[config.mk]
export PLATFORM = sky130hd
export DESIGN_NAME = vga_sync_monitor_flat
export DESIGN_NICKNAME = d
export VERILOG_FILES = /design/src/rtl/vga_sync_monitor_if.sv /design/src/rtl/vga_sync_monitor.sv /design/src/flat_wrapper.sv
export SDC_FILE = /design/constraint.sdc
export NUM_CORES = 1
export LEC_CHECK = 0
export ABC_AREA = 1
export BUFFER_PORTS_ARGS = -buffer_cell sky130_fd_sc_hd__buf_2
export CAP_MARGIN = 15
export CORE_UTILIZATION = 50
export DETAILED_ROUTE_END_ITERATION = 12
export GPL_TIMING_DRIVEN = 0
export PLACE_DENSITY_LB_ADDON = 0.15
export SLEW_MARGIN = 10
export SYNTH_ARGS = -nofsm -noshare
export SYNTH_HDL_FRONTEND = slang
export SYNTH_SLANG_ARGS = --single-unit
[constraint.sdc]
create_clock -name clk -period 3.4 [get_ports clk]
set_input_delay 0.34 -clock clk [delete_from_list [all_inputs] [get_ports clk]]
set_output_delay 0.34 -clock clk [all_outputs]
set_load 0.1 [all_outputs]
[src/rtl/vga_sync_monitor_if.sv]
// Sync inputs and recovered-timing outputs of the VGA sync monitor.
// The master side drives the sync signals; the slave side is the monitor.
interface vga_sync_monitor_if;
  logic        hsync_in;
  logic        vsync_in;
  logic        de_in;
  logic        locked;
  logic [10:0] col_addr;
  logic [10:0] row_addr;
  logic        active_out;
  logic        frame_start;
  logic [10:0] frame_lines;
  logic        line_err;
  logic        frame_err;
  logic        de_err;

  modport master (
    output hsync_in, vsync_in, de_in,
    input  locked, col_addr, row_addr, active_out, frame_start,
           frame_lines, line_err, frame_err, de_err
  );

  modport slave (
    input  hsync_in, vsync_in, de_in,
    output locked, col_addr, row_addr, active_out, frame_start,
           frame_lines, line_err, frame_err, de_err
  );
endinterface

[src/rtl/vga_sync_monitor.sv]
// Receive-side VGA timing monitor: recovers pixel coordinates from hsync/vsync,
// locks to a stable line/frame structure and pulses on timing errors.
module vga_sync_monitor #(
  parameter int H_TOTAL     = 800,
  parameter int H_ACT_START = 144,
  parameter int H_ACT       = 640,
  parameter int V_ACT_START = 32,
  parameter int V_ACT       = 480
) (
  input  logic              clk,
  input  logic              rst_n,
  vga_sync_monitor_if.slave mon
);

  localparam logic [11:0] H_TOTAL_W   = 12'(H_TOTAL);
  localparam logic [11:0] H_TIMEOUT_W = 12'(2 * H_TOTAL);
  localparam logic [11:0] H_START_W   = 12'(H_ACT_START);
  localparam logic [11:0] H_END_W     = 12'(H_ACT_START + H_ACT);
  localparam logic [10:0] V_START_W   = 11'(V_ACT_START);
  localparam logic [10:0] V_END_W     = 11'(V_ACT_START + V_ACT);

  typedef enum logic [1:0] {SEARCH, MEASURE, CONFIRM, LOCKED} state_t;

  state_t      state_q;
  logic        hs_q;
  logic        vs_q;
  logic        h_seen_q;
  logic [11:0] h_pos_q;
  logic [11:0] h_pos_d;
  logic [10:0] v_pos_q;
  logic [10:0] v_pos_d;
  logic [10:0] lc_q;
  logic [10:0] lc_d;
  logic [10:0] ref_q;
  logic        locked_q;
  logic        active_q;
  logic        frame_start_q;
  logic        line_err_q;
  logic        frame_err_q;
  logic        de_err_q;
  logic [10:0] col_q;
  logic [10:0] row_q;
  logic [10:0] frame_lines_q;

  logic        hs_fall;
  logic        vs_fall;
  logic        exp_act;
  logic        line_err_c;
  logic [11:0] h_now;
  logic [10:0] v_now;
  logic [10:0] count;

  always_comb begin
    hs_fall = hs_q & ~mon.hsync_in;
    vs_fall = vs_q & ~mon.vsync_in;
    h_now   = hs_fall ? 12'd0 : h_pos_q;
    h_pos_d = (h_now == 12'hFFF) ? h_now : h_now + 12'd1;
    if (vs_fall)
      v_now = 11'd0;
    else if (hs_fall)
      v_now = (v_pos_q == 11'h7FF) ? v_pos_q : v_pos_q + 11'd1;
    else
      v_now = v_pos_q;
    v_pos_d = v_now;
    // count includes an hsync fall that coincides with the vsync fall
    count   = lc_q + {10'd0, hs_fall};
    if (vs_fall)
      lc_d = 11'd0;
    else
      lc_d = (lc_q == 11'h7FF) ? lc_q : count;
    exp_act = (h_now >= H_START_W) && (h_now < H_END_W) &&
              (v_now >= V_START_W) && (v_now < V_END_W);
    line_err_c = (hs_fall & h_seen_q & (h_pos_q != H_TOTAL_W)) |
                 (~hs_fall & (h_pos_q == H_TIMEOUT_W));
  end

  always_ff @(posedge clk or negedge rst_n) begin
    if (!rst_n) begin
      state_q       <= SEARCH;
      hs_q          <= 1'b1;
      vs_q          <= 1'b1;
      h_seen_q      <= 1'b0;
      h_pos_q       <= 12'd0;
      v_pos_q       <= 11'd0;
      lc_q          <= 11'd0;
      ref_q         <= 11'd0;
      locked_q      <= 1'b0;
      active_q      <= 1'b0;
      col_q         <= 11'd0;
      row_q         <= 11'd0;
      frame_start_q <= 1'b0;
      frame_lines_q <= 11'd0;
      line_err_q    <= 1'b0;
      frame_err_q   <= 1'b0;
      de_err_q      <= 1'b0;
    end else begin
      hs_q          <= mon.hsync_in;
      vs_q          <= mon.vsync_in;
      h_pos_q       <= h_pos_d;
      v_pos_q       <= v_pos_d;
      lc_q          <= lc_d;
      frame_start_q <= vs_fall;
      line_err_q    <= line_err_c;
      de_err_q      <= locked_q & (mon.de_in != exp_act);
      locked_q      <= (state_q == LOCKED);
      frame_err_q   <= 1'b0;
      if (vs_fall)
        frame_lines_q <= count;

      if (locked_q && exp_act) begin
        active_q <= 1'b1;
        col_q    <= 11'(h_now - H_START_W);
        row_q    <= v_now - V_START_W;
      end else begin
        active_q <= 1'b0;
        col_q    <= 11'd0;
        row_q    <= 11'd0;
      end

      // A line error overrides whatever the vsync fall would have done
      if (line_err_c) begin
        state_q  <= SEARCH;
        h_seen_q <= 1'b0;
        ref_q    <= 11'd0;
      end else begin
        if (hs_fall)
          h_seen_q <= 1'b1;
        case (state_q)
          SEARCH: begin
            ref_q <= 11'd0;
            if (vs_fall)
              state_q <= MEASURE;
          end
          MEASURE: begin
            if (vs_fall) begin
              ref_q   <= count;
              state_q <= CONFIRM;
            end
          end
          CONFIRM: begin
            if (vs_fall) begin
              if (count == ref_q)
                state_q <= LOCKED;
              else
                ref_q <= count;
            end
          end
          LOCKED: begin
            if (vs_fall && (count != ref_q)) begin
              frame_err_q <= 1'b1;
              ref_q       <= count;
              state_q     <= CONFIRM;
            end
          end
          default: state_q <= SEARCH;
        endcase
      end
    end
  end

  assign mon.locked      = locked_q;
  assign mon.active_out  = active_q;
  assign mon.col_addr    = col_q;
  assign mon.row_addr    = row_q;
  assign mon.frame_start = frame_start_q;
  assign mon.frame_lines = frame_lines_q;
  assign mon.line_err    = line_err_q;
  assign mon.frame_err   = frame_err_q;
  assign mon.de_err      = de_err_q;

endmodule

[src/flat_wrapper.sv]
// flat-port wrapper written by rule: the top's interface ports become plain ports
module vga_sync_monitor_flat 
#(
  parameter int H_TOTAL     = 800,
  parameter int H_ACT_START = 144,
  parameter int H_ACT       = 640,
  parameter int V_ACT_START = 32,
  parameter int V_ACT       = 480
)
  (clk, rst_n, mon_hsync_in, mon_vsync_in, mon_de_in, mon_locked, mon_col_addr, mon_row_addr, mon_active_out, mon_frame_start, mon_frame_lines, mon_line_err, mon_frame_err, mon_de_err);
  vga_sync_monitor_if mon_i ();
  input  logic clk;
  input  logic rst_n;
  input wire logic [$bits(mon_i.hsync_in)-1:0] mon_hsync_in;
  input wire logic [$bits(mon_i.vsync_in)-1:0] mon_vsync_in;
  input wire logic [$bits(mon_i.de_in)-1:0] mon_de_in;
  output wire logic [$bits(mon_i.locked)-1:0] mon_locked;
  output wire logic [$bits(mon_i.col_addr)-1:0] mon_col_addr;
  output wire logic [$bits(mon_i.row_addr)-1:0] mon_row_addr;
  output wire logic [$bits(mon_i.active_out)-1:0] mon_active_out;
  output wire logic [$bits(mon_i.frame_start)-1:0] mon_frame_start;
  output wire logic [$bits(mon_i.frame_lines)-1:0] mon_frame_lines;
  output wire logic [$bits(mon_i.line_err)-1:0] mon_line_err;
  output wire logic [$bits(mon_i.frame_err)-1:0] mon_frame_err;
  output wire logic [$bits(mon_i.de_err)-1:0] mon_de_err;
  assign mon_i.hsync_in = mon_hsync_in;
  assign mon_i.vsync_in = mon_vsync_in;
  assign mon_i.de_in = mon_de_in;
  assign mon_locked = mon_i.locked;
  assign mon_col_addr = mon_i.col_addr;
  assign mon_row_addr = mon_i.row_addr;
  assign mon_active_out = mon_i.active_out;
  assign mon_frame_start = mon_i.frame_start;
  assign mon_frame_lines = mon_i.frame_lines;
  assign mon_line_err = mon_i.line_err;
  assign mon_frame_err = mon_i.frame_err;
  assign mon_de_err = mon_i.de_err;
  vga_sync_monitor #(.H_TOTAL(H_TOTAL), .H_ACT_START(H_ACT_START), .H_ACT(H_ACT), .V_ACT_START(V_ACT_START), .V_ACT(V_ACT)) u_core (.clk(clk), .rst_n(rst_n), .mon(mon_i));
endmodule
Word level (Yosys, flattened, before mapping)

Cells that the tools add are included.

Reduce and logical (&&, ||, !) cells: 9
Multiplexer cells: 28
Order comparisons: 4
Add/subtract/negate cells: 5
Equality and inequality tests: 18
Bitwise logic cells: 10

Operator list:

| cell                                                  | count |
|---|---|
| two-way mux 11 bit                                    | 12 |
| one-hot mux 11 bit (4 select lines)                   | 1 |
| two-way mux 12 bit                                    | 2 |
| == test 11 bit (second input constant)                | 2 |
| adder 12 x 1 -> 12 bit (second input constant)        | 1 |
| == test 12 x 11 -> 1 bit (second input constant)      | 1 |
| == test 12 bit (second input constant)                | 1 |
| >= comparator 12 x 8 -> 1 bit (second input constant) | 1 |
| < comparator 12 x 10 -> 1 bit (second input constant) | 1 |
| two-way mux 2 bit                                     | 6 |
| != test 12 x 10 -> 1 bit (second input constant)      | 1 |
| != test 3 x 1 -> 1 bit (second input constant)        | 4 |
| adder 11 x 1 -> 11 bit                                | 1 |
| adder 11 x 1 -> 11 bit (second input constant)        | 1 |
| == test 11 bit                                        | 1 |
| >= comparator 11 x 6 -> 1 bit (second input constant) | 1 |
| < comparator 11 x 10 -> 1 bit (second input constant) | 1 |
| != test 11 bit                                        | 1 |
| subtractor 11 x 6 -> 11 bit (second input constant)   | 1 |
| subtractor 11 x 8 -> 11 bit (second input constant)   | 1 |
| one-hot mux 2 bit (4 select lines)                    | 1 |
| AND 1 bit                                             | 6 |
| two-way mux 1 bit                                     | 6 |
| != test 3 x 2 -> 1 bit (second input constant)        | 2 |
| 11 further kinds                                      | 18 |

Register bits: 89

Longest topological paths before layout

Gate-level depths: netlist of run 1.

Word-level depth: 9
Depth in mapped cells: 22

Worst setup path after synthesis of run 1

OpenSTA, ideal clock, no wires.

Kind: flip-flop to flip-flop
Start point: register u_core.hs_q
End point: register u_core.ref_q[6]
Data arrival time: 2.422 ns
Cell stages (with the launch flop): 22
Setup slack: 0.862 ns
Library setup time: 0.117 ns
Cells stage by stage: dfstp_2 inv_2 nor2_4 buf_2 ha_1 ha_1 nand2_4 nor2_8 nand2_2 nand2_2 nand2_2 nand2_2 inv_2 nor2_1 nand2_1 nor2_1 nand3_1 nand2_1 inv_2 buf_4 nand3_1 nand2_1

Cells in the longest elaborated chain, start to end: 6
Elaborated cells on any way between the ends: 21

Ends and longest elaborated chain:

| element                                                                    | RTL line                | RTL |
|---|---|---|
| from (decl)                                                                | vga_sync_monitor.sv:25  | `logic hs_q;` |
| from (signal assigned)                                                     | vga_sync_monitor.sv:97  | `hs_q <= mon.hsync_in;` |
| AND 1 bit (*)                                                              | vga_sync_monitor.sv:54  | `hs_fall = hs_q & ~mon.hsync_in;` |
| adder 11 x 1 -> 11 bit, or another cell as far along                       | vga_sync_monitor.sv:66  | `count = lc_q + {10'd0, hs_fall};` |
| != test 11 bit, or another cell as far along                               | vga_sync_monitor.sv:149 | `if (vs_fall && (count != ref_q)) begin` |
| logical AND 1 bit, or another cell as far along                            | vga_sync_monitor.sv:149 |  |
| != test 3 x 2 -> 1 bit (no source line), or another cell as far along      | --                      |  |
| AND reduction 4 bit (no source line) or two-way mux 11 bit (tied branches) | --                      |  |
| to (signal assigned)                                                       | vga_sync_monitor.sv:136 | `ref_q <= count;` |
| to (signal assigned)                                                       | vga_sync_monitor.sv:145 | `ref_q <= count;` |
| to (signal assigned)                                                       | vga_sync_monitor.sv:151 | `ref_q <= count;` |
| to (decl)                                                                  | vga_sync_monitor.sv:34  | `logic [10:0] ref_q;` |

Every way passes the cells marked *; elsewhere a longest branch is shown, timed or not. The select of a mux whose other input is x is not followed.
A chain may end at the register's enable or synchronous reset.

Final worst setup path of run 1

Start point: register u_core.hs_q
End point: register u_core.ref_q[9]

The elaborated chain is that of the path after synthesis.

==> impl_metrics.py, run 1 <==
metrics = {
    "outcome": {
        "outcome": "complete, no violations",
    },
    "sta": {
        "max_slew_margin": 0.6022,
        "fmax_mhz": 329.1,
        "period_minus_slack_ns": 3.039,
        "worst_slew_pin_slew_ns": 0.5967,
        "setup_violations": 0,
        "hold_viol": 0,
        "rsz0062_at_grt": "no",
        "setup_tns_ns": 0,
        "period_share": 0.8938,
        "clock_skew_ns": 0.01137,
        "slew_violations": 0,
    },
    "synthesis": {
        "yosysWarningCount": 0,
        "synth_simple_gate_area_frac": 0.3493,
        "yosys.cell_count.top_type": "nand2_1",
        "synth-compound-area-share": 0.04672,
        "muxShareOfSynthArea": 0,
        "synth_ff_type": "dfrtp_1",
        "synth_largest_area_cell": "dfrtp_1",
        "synth_edf_count": 0,
        "synth_top_area_share": 0.4516,
        "netlist_top_cells_count": "nand2_1, dfrtp_1, inv_1",
        "synthXorXnorAreaFrac": 0.03089,
        "synth.lib_cells_used.distinct": 37,
        "synthTopCellsByArea": "dfrtp_1, nand2_1, nand3_1",
        "async_reset_ff_frac": 1.000,
        "synth_area_mm2": 0.004821,
        "ys_ff_latch": 89,
        "synth_fa_ha_area_frac": 0.02855,
        "avgSynthCellArea_um2": 7.968,
        "postSynthCellCount": 605,
        "synth_top_family_by_area": "simple AND/OR/NAND/NOR gates",
        "seq_area_frac_synth": 0.4625,
        "syn-num-nets": 621,
    },
    "drt": {
        "wl_per_cell_um": 13.11,
        "vias_per_cell": 4.956,
        "num_vias": 3940,
        "wirelength_um": 10420,
        "drc": 0,
        "first_pass_iters": 4,
        "dr.first_iter.drc_count": 185,
        "drtAntennaViolNets": 0,
    },
    "clocking": {
        "cts_buffers": 9,
        "htreeDepth": 3,
        "cts_tree": "built",
        "cts_root_buf": "clkbuf_8",
        "cts.repair.resized": 0,
        "clkSlewWorstSetupHoldPaths_ns": 0.09,
        "insertion_delay_ns": 0.35,
        "cts_num_sinks": 89,
        "postCtsSetupRepairBufs": 0,
        "holdBufCountCts": 1,
        "clock_path_buffers": 2,
    },
    "die": {
        "rows": 35,
        "die_w_um": 100.2,
        "die_area_mm2": 0.01004,
        "ios": 44,
        "die_h_um": 100.2,
        "initial_utilization": 0.5193,
        "core_mm2": 0.009284,
    },
    "global_routing": {
        "gr-total-overflow": 0,
        "grt_pass1_vias": 3805,
        "grt_max_degree": 59,
        "track_usage": 0.2279,
        "antenna_found_initial": 0,
        "grt_pass1_wl_um": 17890,
    },
    "critical_path": {
        "worst-setup-path-type": "reg -> reg",
        "path_cells": "inv_2 -> nor2_4 -> buf_2 -> ha_1 -> ha_1 -> nand2_4 -> nor2_8 -> nand2_2 -> nand2_2 -> nand2_2 -> nand2_2 -> inv_2 -> nor2_1 -> nand2_1 -> nor2_1 -> nand3_1 -> nand2_1 -> inv_2 -> buf_4 -> nand3_1 -> nand2_1",
        "r2r_cells": 21,
        "endpoint": "u_core.ref_q[9]$_DFFE_PN0P_",
        "slowest_delay_ns": 0.56,
        "reg2reg_from": "u_core.hs_q$_DFF_PN1_",
        "reg2reg_to": "u_core.ref_q[9]$_DFFE_PN0P_",
        "end_kind": "flop",
        "cp-startpoint": "u_core.hs_q$_DFF_PN1_",
        "path_common_cell": "nand2_2",
        "path_max_fanout": 11,
        "slowest_stage": "dfstp_2",
        "required_ns": 3.65,
        "r2r_slack_ns": 0.36,
        "cp.arrival_ns": 3.29,
        "cp-start-kind": "flop",
    },
    "power": {
        "power.net_switching_uw": 949.8,
        "clkPwrFrac": 0.297,
        "pwr-share-seq": 0.445,
        "power_density_mw_per_mm2": 499.0,
        "finalPower_uw": 2724,
        "peakVddDrop_mv": 0.2662,
        "p_int_uw": 1774,
        "power.leakage_uw": 0.002908,
        "switching_share": 0.3487,
        "combPwrFrac": 0.258,
    },
    "layout": {
        "diodes": 0,
        "syn_to_final_growth_pct": 13.24,
        "fillerInstances": 885,
        "nNetsFinal": 677,
        "stdcell_area_mm2": 0.005459,
        "layoutNonFillerInstCount": 795,
        "drive_above_1_share": 0.1922,
    },
    "placed_design": {
        "dp_hpwl_um": 7821,
        "portBuffers": 43,
        "dp.cells": 778,
        "dpl-instance-area_mm2": 0.005228,
        "gp_congestion": 0.8619,
    },
    "min_path": {
        "hold_path.class": "in -> reg",
    },
    "job": {
        "drv_cap": 0,
    },
}
logic make-up after synthesis:
kind of cell,after synthesis
xor gates and xnor gates,17
adders and majority gates,11
buffers and inverters,95
DFF,89
AOI/OAI and AO/OA,41
and+or+nand+nor,352
layout by cell type (no fill, tap or decap), types with 4 or more instances in the layout:
master    synthesis  routed
nand2_1         144     144
dfrtp_1          87      87
inv_1            76      76
nor2_1           69      69
nand3_1          61      61
buf_2             1      43
o21ai_0          30      30
nand2_2          17      17
nor2_2           16      16
xor2_1           16      16
nand4_1          11      11
ha_1             11      11
nand3_2          10      10
clkbuf_8          0      10
clkbuf_1          7       9
nor3_1            8       8
a21oi_1           5       5
inv_2             4       4
buf_6             4       4
worst max-delay path: cells and delay by family, from the launching register on:
kind,cells,cell delay [ns]
fa+ha+maj,2,0.41
simple gates,14,1.32
flops,1,0.56
buf+inv,5,0.62
metal layers:
layer / up-vias / wire (um) / track usage / share of wire
met4: 0 / 93 / 0.08361 / 0.0089
met5: - / 0 / 0 / 0
met3: 8 / 401 / 0.03134 / 0.038
met1: 1835 / 5097 / 0.3171 / 0.49
li1: 2014 / - / - / -
met2: 83 / 4828 / 0.3646 / 0.46
metrics by stage:
| step | utilization | hold slack, ns | worst slack [ns] |
|---|---|---|---|
| final | 0.5880 | 0.08412 | 0.3611 |
| after global routing | 0.5880 | 0.06433 | 0.06339 |
| after CTS | 0.5880 | 0.07007 | 0.3452 |
| after detailed placement | 0.5631 | 0.2992 | 0.3603 |
| after global placement | 0.5598 | 0.4557 | 0.4209 |
| after floorplan | - | 0.04441 | 0.8619 |
state kept, by name, summed over array words and instances (netlist names), 2 cells and up:
name and cells:
u_core.h_pos_q 12, u_core.lc_q 11, u_core.mon.col_addr 11, u_core.mon.frame_lines 11, u_core.mon.row_addr 11, u_core.ref_q 11
u_core.state_q 2, u_core.v_pos_q 11
worst min-delay path by stage:
| stage | start | slack [ns] | endpoint | cells past startpoint |
|---|---|---|---|---|
| after detailed placement | rst_n | 0.30 | u_core.mon.row_addr[1]$_DFF_PN0_ | 1 |
| after floorplan | rst_n | 0.04 | u_core.h_pos_q[0]$_DFF_PN0_ | 0 |
| after global routing | mon_vsync_in | 0.06 | u_core.vs_q$_DFF_PN1_ | 1 |
| after global placement | mon_vsync_in | 0.46 | u_core.vs_q$_DFF_PN1_ | 1 |
| final | mon_vsync_in | 0.08 | u_core.vs_q$_DFF_PN1_ | 1 |
| after CTS | mon_vsync_in | 0.07 | u_core.vs_q$_DFF_PN1_ | 1 |
cell type report:
| type | instances | area [um^2] | area share |
|---|---|---|---|
| sequential | 89 | 2230 | 0.4084 |
| multi-input combinational | 421 | 2196 | 0.4022 |
| inverter | 81 | 304.0 | 0.05570 |
| timing repair buffer | 45 | 255.2 | 0.04676 |
| tap | 129 | 161.4 | 0.02957 |
| clock buffer | 12 | 145.1 | 0.02659 |
| buffer | 14 | 91.34 | 0.01673 |
| clock inverter | 4 | 76.32 | 0.01398 |
power groups by stage:
stage / combinational [uW] / sequential, uW / clock (uW)
finish: 702 / 1210 / 809
global route: 785 / 1230 / 866
CTS: 708 / 1210 / 829
detailed placement: 702 / 1230 / 0
global placement: 688 / 1230 / 0
floorplan: 418 / 1350 / 0
No activity file was read; power rests on OpenSTA's default activity.
==> run 2, diff against run 1 <==
- RECOVER_POWER: default -> 100
- SETUP_SLACK_MARGIN: default -> 0.4
==> run 2 against run 1 <==
The flow now finishes with violations (capacitance limit, slew limit); worst hold slack got worse by 0.0031 ns; clock-buffer cell count unchanged; largest cell class unchanged; largest power group unchanged; first-iteration DRC count up 16%; clock power barely moved; wire length hardly changed; global-route usage unchanged; die area unchanged; register-to-register slack better by 0.08 ns; sequential power is essentially flat.
==> impl_metrics.py, run 2 (synthesis gave the netlist of run 1 again) <==
metrics = {
    "outcome": {
        "outcome": "complete, but fails checks",
        "violations": "capacitance limit, slew limit",
    },
    "die": {
        "core_mm2": 0.009284,
        "ios": 44,
        "die_w_um": 100.2,
        "initial_utilization": 0.5193,
        "rows": 35,
        "die_area_mm2": 0.01004,
        "die_h_um": 100.2,
    },
    "sta": {
        "worst_slew_pin_slew_ns": 1.708,
        "slew_violations": 32,
        "timing.hold.ws_ns": 0.08105,
        "fmax_mhz": 338.2,
        "period_minus_slack_ns": 2.956,
        "clock_skew_ns": 0.01346,
        "setup_tns_ns": 0,
        "setup_violations": 0,
        "hold_viol": 0,
        "period_share": 0.8695,
        "max_slew_margin": -0.1385,
        "rsz0062_at_grt": "no",
    },
    "layout": {
        "largest_register": "u_core.h_pos_q",
        "fillerInstances": 917,
        "layout_commonest_cell": "nand2_1",
        "stdcell_area_mm2": 0.005354,
        "syn_to_final_growth_pct": 11.06,
        "layoutNonFillerInstCount": 797,
        "largest_reg_flops": 12,
        "drive_above_1_share": 0.09880,
        "diodes": 0,
        "nNetsFinal": 679,
        "final_cell_mix": "nand2_1, dfrtp_1, nor2_1",
        "utilization": 0.5767,
    },
    "clocking": {
        "cts_num_sinks": 89,
        "htreeDepth": 3,
        "cts_root_buf": "clkbuf_8",
        "clock_path_buffers": 2,
        "cts_tree": "built",
        "insertion_delay_ns": 0.36,
        "clkSlewWorstSetupHoldPaths_ns": 0.09,
        "cts_buffers": 9,
    },
    "critical_path": {
        "cp-start-kind": "flop",
        "path_max_fanout": 11,
        "required_ns": 3.65,
        "worst-setup-path-type": "reg -> reg",
        "end_kind": "flop",
        "cp.arrival_ns": 3.21,
    },
    "drt": {
        "drtAntennaViolNets": 0,
        "wirelength_um": 10430,
        "dr.first_iter.drc_count": 214,
        "vias_per_cell": 4.969,
        "wl_per_cell_um": 13.09,
        "drc": 0,
        "num_vias": 3960,
        "first_pass_iters": 4,
    },
    "power": {
        "peakVddDrop_mv": 0.2648,
        "power.leakage_uw": 0.002730,
        "power_density_mw_per_mm2": 506.8,
    },
    "job": {
        "drv_cap": 1,
    },
    "global_routing": {
        "antenna_found_initial": 0,
        "gr-total-overflow": 0,
        "grt_max_degree": 59,
        "grt_pass1_wl_um": 17900,
        "track_usage": 0.2279,
        "grt_pass1_vias": 3808,
    },
    "placed_design": {
        "dp_hpwl_um": 7821,
        "portBuffers": 43,
        "gp_congestion": 0.8619,
        "dp.cells": 778,
        "dpl-instance-area_mm2": 0.005228,
    },
    "min_path": {
        "hold_path.class": "in -> reg",
    },
}
[run 2: layout make-up]
type                            instances  area, um^2  share of cell area
Buffer                                 14       97.59             0.01823
Clock buffer                           12       145.1             0.02711
Clock inverter                          4       76.32             0.01426
Inverter                               81       304.0             0.05679
Multi-Input combinational cell        421        2127              0.3973
Sequential cell                        89        2230              0.4165
Tap cell                              129       161.4             0.03015
Timing Repair Buffer                   47       212.7             0.03973
[run 2: worst max-delay path, cell delays in order (launching register included)]
cell	delay, ns
dfstp_1	0.56
inv_2	0.04
nor2_1	0.26
buf_8	0.20
ha_1	0.16
ha_1	0.20
nand2_4	0.09
nor2_8	0.15
nand2_1	0.07
nand2_1	0.08
nand2_1	0.14
nand2_2	0.10
nand3_1	0.08
nor2_2	0.10
nand3_2	0.10
nand2_2	0.11
nand2_4	0.09
buf_6	0.16
nand3_1	0.08
nand2_1	0.06
[run 2: layer usage]
layer	routed length [um]	track usage	vias up
met5	0	0	-
met4	95	0.08361	0
met2	4822	0.3646	89
li1	-	-	2016
met1	5079	0.3171	1847
met3	431	0.03134	8
[run 2: power breakdown]
group          internal (uW)  total, uW  switching [uW]
combinational            193        690             497
sequential              1140       1210            74.9
clock                    436        810             374
total                   1770       2710             946
[run 2: path summary, 6_finish.rpt]
| path | cells past startpoint | slack, ns | end | startpoint |
|---|---|---|---|---|
| max | 19 | 0.44 | u_core.ref_q[9]$_DFFE_PN0P_ | u_core.hs_q$_DFF_PN1_ |
| max reg2reg | 19 | 0.44 | u_core.ref_q[9]$_DFFE_PN0P_ | u_core.hs_q$_DFF_PN1_ |
| min in group asynchronous | 2 | 0.95 | u_core.mon.row_addr[1]$_DFF_PN0_ | rst_n |
| max in group asynchronous | 3 | 1.40 | u_core.hs_q$_DFF_PN1_ | rst_n |
| min reg2reg | 2 | 0.49 | u_core.mon.frame_lines[5]$_DFFE_PN0P_ | u_core.mon.frame_lines[5]$_DFFE_PN0P_ |
| min | 1 | 0.08 | u_core.vs_q$_DFF_PN1_ | mon_vsync_in |
[run 2: through the flow]
step                total power [uW]  setup WS [ns]
finish                          2713         0.4436
global route                    2866         0.2055
CTS                             2751         0.4532
detailed placement              1936         0.3603
global placement                1917         0.4209
floorplan                       1767         0.8619
[run 2: timing repair]
action,CTS,global route
buffers inserted,0,2
hold buffers,1,0
pin swaps,0,1
gates cloned,0,0
endpoints found under the hold margin,30,0
endpoints found under the setup margin,11,33
gates resized for setup,1,3
